`src/rtl/if_fetch_unit.sv`:
```
// Instruction fetch: sequential PC generation, one request in flight, DEPTH-entry {pc, inst} buffer.
// Redirects flush the buffer; a stale in-flight response is dropped via the discard flag.
module if_fetch_unit #(
   parameter logic [31:0] RESET_PC = 32'h0000_0000,
   parameter int          DEPTH    = 4
) (
   input  logic        clk,
   input  logic        reset,
   output logic        imem_req_valid,
   input  logic        imem_req_ready,
   output logic [31:0] imem_req_addr,
   input  logic        imem_rsp_valid,
   input  logic [31:0] imem_rsp_data,
   input  logic        redirect_valid,
   input  logic [31:0] redirect_pc,
   output logic        inst_valid,
   input  logic        inst_ready,
   output logic [31:0] inst_data,
   output logic [31:0] inst_pc
);

   localparam int AW = (DEPTH > 1) ? $clog2(DEPTH) : 1;
   localparam int CW = AW + 1;

   logic [31:0]   fetch_pc;
   logic [31:0]   req_pc;
   logic          outstanding;
   logic          discard;
   logic [31:0]   fifo_pc   [DEPTH];
   logic [31:0]   fifo_data [DEPTH];
   logic [AW-1:0] wr_ptr;
   logic [AW-1:0] rd_ptr;
   logic [CW-1:0] count;

   logic [CW-1:0] slots;
   logic          req_fire;
   logic          rsp_fire;
   logic          push;
   logic          pop;
   logic [31:0]   redirect_target;

   // Buffer slots reserved by the in-flight request keep a push from ever hitting a full FIFO.
   assign slots           = count + CW'(outstanding);
   assign imem_req_valid  = reset && (!outstanding || imem_rsp_valid) && (slots < CW'(DEPTH));
   assign imem_req_addr   = fetch_pc;
   assign req_fire        = imem_req_valid && imem_req_ready;
   assign rsp_fire        = imem_rsp_valid && outstanding;
   assign push            = rsp_fire && !discard && !redirect_valid;
   assign inst_valid      = (count != '0);
   assign pop             = inst_valid && inst_ready && !redirect_valid;
   assign redirect_target = redirect_pc & 32'hFFFF_FFFC;

   assign inst_pc   = inst_valid ? fifo_pc[rd_ptr]   : 32'h0;
   assign inst_data = inst_valid ? fifo_data[rd_ptr] : 32'h0;

   always_ff @(posedge clk or negedge reset) begin
      if (!reset) begin
         fetch_pc    <= RESET_PC;
         req_pc      <= RESET_PC;
         outstanding <= 1'b0;
         discard     <= 1'b0;
      end else begin
         if (redirect_valid)
            fetch_pc <= redirect_target;
         else if (req_fire)
            fetch_pc <= fetch_pc + 32'd4;

         if (req_fire)
            req_pc <= fetch_pc;

         if (req_fire)
            outstanding <= 1'b1;
         else if (rsp_fire)
            outstanding <= 1'b0;

         // A request left unanswered by the redirect cycle belongs to the old path.
         if (redirect_valid)
            discard <= req_fire || (outstanding && !imem_rsp_valid);
         else if (rsp_fire && discard)
            discard <= 1'b0;
      end
   end

   always_ff @(posedge clk or negedge reset) begin
      if (!reset) begin
         wr_ptr <= '0;
         rd_ptr <= '0;
         count  <= '0;
      end else if (redirect_valid) begin
         wr_ptr <= '0;
         rd_ptr <= '0;
         count  <= '0;
      end else begin
         if (push)
            wr_ptr <= wr_ptr + AW'(1);
         if (pop)
            rd_ptr <= rd_ptr + AW'(1);
         case ({push, pop})
            2'b10:   count <= count + CW'(1);
            2'b01:   count <= count - CW'(1);
            default: count <= count;
         endcase
      end
   end

   always_ff @(posedge clk) begin
      if (push) begin
         fifo_pc[wr_ptr]   <= req_pc;
         fifo_data[wr_ptr] <= imem_rsp_data;
      end
   end

endmodule

```
`config.mk`:
```
export PLATFORM = sky130hd
export DESIGN_NAME = if_fetch_unit
export DESIGN_NICKNAME = d
export VERILOG_FILES = /design/src/rtl/if_fetch_unit.sv
export SDC_FILE = /design/constraint.sdc
export NUM_CORES = 1
export LEC_CHECK = 0
export ABC_AREA = 1
export CAP_MARGIN = 20
export CORE_MARGIN = 2
export CORE_UTILIZATION = 50
export CTS_CLUSTER_SIZE = 40
export DETAILED_ROUTE_END_ITERATION = 6
export DONT_BUFFER_PORTS = 1
export SYNTH_ARGS = -nofsm -noshare
export SYNTH_HDL_FRONTEND = slang
export SYNTH_SLANG_ARGS = --single-unit
```
`constraint.sdc`:
```
create_clock -name clk -period 5.45 [get_ports clk]
set_input_delay 0.8175 -clock clk [delete_from_list [all_inputs] [get_ports clk]]
set_output_delay 0.8175 -clock clk [all_outputs]
set_load 0.02 [all_outputs]
```
---- After elaboration in Yosys (flattened, before gate mapping) ----
Memories as Yosys holds them, arrays and structs flattened.
Cells that the tools add are included.
storage, ports and cells
  RAM bits ................................ 256
  bits of input ports ..................... 70
  flip-flop bits (word level) ............. 73
  output and inout port bits .............. 98
  memories ................................ 2
  logic and storage cells ................. 57
memories
  name       words  width  rd ports  clocked after Yosys merged registers in  wr ports  RTL line  text
  fifo_data  4      32     1         0                                        1         30        logic [31:0] fifo_data [DEPTH];
  fifo_pc    4      32     1         0                                        1         29        logic [31:0] fifo_pc [DEPTH];
cells by class
  magnitude comparators ................... 1
  equal/unequal tests ..................... 2
  reduce and logical (&&, ||, !) cells .... 23
  multiplexer cells ....................... 16
  add/sub/neg operators ................... 6
operator list
  operator                                                                number
  32-bit two-way mux                                                      4
  32-bit by 3-bit adder with 32-bit output (second input constant)        1
  1-bit logical AND                                                       10
  2-bit nonzero test                                                      5
  2-bit two-way mux                                                       4
  1-bit two-way mux                                                       6
  3-bit one-hot mux with 2 select lines                                   1
  3-bit nonzero test                                                      2
  2-bit by 1-bit adder with 2-bit output (second input constant)          2
  1-bit zero test                                                         4
  3-bit by 1-bit adder with 3-bit output                                  1
  3-bit by 1-bit adder with 3-bit output (second input constant)          1
  3-bit less-than comparator (second input constant)                      1
  3-bit two-way mux                                                       1
  3-bit by 1-bit subtractor with 3-bit output (second input constant)     1
  2-bit by 1-bit equality test with 1-bit output (second input constant)  1
  2-bit equality test (second input constant)                             1
  1-bit logical OR                                                        2

---- Longest topological paths before layout ----
  depth after elaboration ................. 7
  gate-level depth with buffers ........... 10
  gate-level depth less buffers ........... 9

---- Least setup slack after synthesis ----
OpenSTA, ideal clock, no wires.
  path type ............................... input to register
  start point ............................. input port redirect_valid
  end point ............................... memory fifo_data[0][0] (enable)
  data required time ...................... 4968 ps
  data arrival time ....................... 3883 ps
  slack ................................... 1085 ps
  cell stages on the path ................. 4
  setup time .............................. 482 ps
  buffers on the path ..................... 1
  cells stage by stage .................... buf_2 -> nor2_1 -> inv_1 -> nor2_1
on the way
  word-level cells in the longest chain between the ends .. 4
ends and longest elaborated chain
  what                                     RTL line  text
  start, declared                          14        input logic redirect_valid,
  1-bit zero test                          48        assign push = rsp_fire && !discard && !redirect_valid;
  1-bit logical AND                        48
  1-bit two-way mux                        107       if (push) begin
  1-bit two-way mux (not written as such)  109       fifo_data[wr_ptr] <= imem_rsp_data;
  end, declared                            30
Every way passes these cells.

---- Worst setup path in the final report ----
  start point ............................. register rd_ptr[1]
  end point ............................... output port inst_pc[17]
on the way
  word-level cells in the longest chain between the ends .. 2
ends and longest elaborated chain
  what                    RTL line  text
  start, declared         32        logic [AW-1:0] rd_ptr;
  start signal, assigned  97        rd_ptr <= rd_ptr + AW'(1);
  memory 4 x 32 bit       n/a
  32-bit two-way mux      53        assign inst_pc = inst_valid ? fifo_pc[rd_ptr] : 32'h0;
  end, declared           19        output logic [31:0] inst_pc
Every way passes these cells.

==> run metrics <==
die area=between 0.02 and 0.03 mm²; fin. max-slew vios=0; aggregate global-route resource usage=between 20% and 30%; root cell of the clock tree=clkbuf_16; Syn Inst Count=1300; Worst Slack Setup Final=1340 ps; Worst-path clk slew=60 ps; global-route wire length before repair=46.6 mm; Final setup violation count=0; cts hold-fix bufs=2; clock latency on the worst-skew pair=500 ps; status=complete, no violations; Synth Area per Inst=10.4 µm²; initial core utilization=50.4%; fin crit share=approximately three quarters; Filler cells=2302; nets=1366; crit path from=rd_ptr[1]$_DFFE_PN0P_; Num CTS Buffers=34; largest net degree at the start of global routing=84; CP Launch Type=register; Die Ht=168 µm; Longest Clk Path Bufs=3; Iter 0 DRT Violations=646; CTS resizes=0; # IOs=~170; DR vias/cell=5.40; commonest cells after routing, fill and taps aside=nor2_1, edfxtp_1, nand2_1; DIE WIDTH=168 µm; worst clock skew=around 19 ps; Seq/Total Area, Yosys=approximately two thirds; flops & latches, synth=roughly 320; global placement routability congestion=0.901; Peak VDD IR=about 0.21 mV; DRC Markers=0; RSZ-0062 raised after global routing=false; Yosys cell types=28; core box area=0.0267 mm²; Cell Pwr Density=474 mW/mm²; worst hold-check path type=primary input to async pin; Leak=5.50 nW; critical path class=register to primary output; synthesized area=0.0135 mm²; TritonCTS clock tree=yes; maxcap violations=0; area leader, netlist=edfxtp_1; site row count=60; H-Tree Level Count=2; Final Hold Violating Endpoints=0; top post-synthesis cells by area=edfxtp_1, dfrtp_1, nor2_1; crit end category=primary output; n_diodes=0; Port Buffer Count=0; worst slack, placed=between 1500 and 2000 ps; Required @ worst endpoint=4630 ps; highest clock rate=243 MHz; synth-to-layout area growth=10.3%; Worst Path Max Fanout=between 60 and 70; total wire length=29.9 mm; drt first pass iters=5; slew at the pin with the worst max-slew slack=1020 ps; dpl hpwl=17.1 mm; initial antenna violation count=0; Routed wire per std cell=18.1 µm; # clock sinks=317; Overflow after GRT=0; Setup TNS Final=0 ps; total power=0.00704 W; Final Util=55.6%; Setup Buffers After CTS=0; via count=8919; FF+latch area=0.00918 mm²; worst rel slew slack=32.0%; most common cell after layout, fill and taps aside=nor2_1; ANT nets after route=0; crit path DAT=roughly 3300 ps; worst r2r src=outstanding$_DFFE_PN0P_; minimum clock period=about 4000 ps; Multi-input gate area=0.00380 mm²; YS warnings=0; hold_ws=155 ps; vias in the first global route=8568; Synth top area share=55.3%; fraction of layout cells with a size suffix above 1=6.34%
path summary, 6_finish.rpt:
check,to,slack (ps),depth (start not counted)
setup / recovery,inst_pc[17],1340,6
hold / removal,imem_req_addr[20]$_DFFE_PN0P_,160,1
setup reg to reg,fifo_data[3][13]$_DFFE_PP_,3110,5
hold reg to reg,discard$_DFFE_PN0P_,510,2
max in group asynchronous,rd_ptr[0]$_DFFE_PN0P_,3850,1
min in group clk,fifo_data[3][19]$_DFFE_PP_,400,0
power by group:
group	switching [W]	total [W]	internal, W
combinational	0.00125	0.00159	0.000346
sequential	0.000330	0.00324	0.00291
clock	0.000868	0.00220	0.00134
registers in the layout, indices dropped and copies added, names as in the netlist:
name,flops
fifo_data,128
req_pc,30
rd_ptr,2
wr_ptr,2
discard,1
imem_req_addr,30
fifo_pc,120
outstanding,1
count,3
layer usage:
| layer | up-vias | wire length [µm] | part of all wire (%) | global-route usage, % |
|---|---|---|---|---|
| met5 | - | 0 | 0 | 0 |
| met4 | 0 | 987 | 3.3 | 7.95 |
| met3 | 52 | 2160 | 7.2 | 4.61 |
| met2 | 282 | 14000 | 47 | 34.9 |
| met1 | 4226 | 12800 | 43 | 28.0 |
| li1 | 4359 | - | - | - |
logic make-up (layout without fill, tap and decap cells):
| logic type | count (synthesis) | in the layout | share of synthesized area, % |
|---|---|---|---|
| other cells | 1 | 4 | 0.0278 |
| buf+inv | 126 | 133 | 3.97 |
| compound gates | 233 | 233 | 8.82 |
| fa+ha+maj | 6 | 6 | 0.613 |
| simple gates | 608 | 608 | 17.9 |
| xor+xnor | 9 | 9 | 0.585 |
| flops | 317 | 317 | 68.1 |
stage by stage:
step / std cells / area [µm²]
CTS: 1649 / 14800
global route: 1651 / 14900
global placement: 1591 / 13700
detailed placement: 1591 / 13700
floorplan: 1303 / 13500
finish: 1651 / 14900
critical path, stage by stage (launching register included):
cell and delay (ps):
dfrtp_2 340, buf_4 660, inv_2 540, buf_4 450
nor2_1 140, o21ai_0 90, a21oi_1 560
final cells by class:
class | instances | share of cell area, %
flip-flops and latches | 317 | 61.8
multi-input cells | 860 | 25.6
clock inverters | 9 | 0.632
well taps | 341 | 2.87
clock buffers | 47 | 6.55
repair buffers | 16 | 1.01
inverters | 61 | 1.55
Yosys cell counts:
library cell	number
conb_1	1
inv_2	6
ha_1	5
buf_4	4
inv_1	55
fa_1	1
o21ai_1	1
nor2_2	3
edfxtp_1	248
buf_1	4
a21oi_1	64
nor2_1	302
nand2_1	238
nand3b_1	2
xnor2_1	2
clkbuf_1	40
buf_2	13
nand2_2	1
nand3_1	55
xor2_1	7
dfrtp_1	69
buf_6	4
nand4_4	1
nand4_1	4
nand3_2	1
o21ai_0	162
o21ai_2	6
nor2_4	1
(Power assumes the default switching activity.)
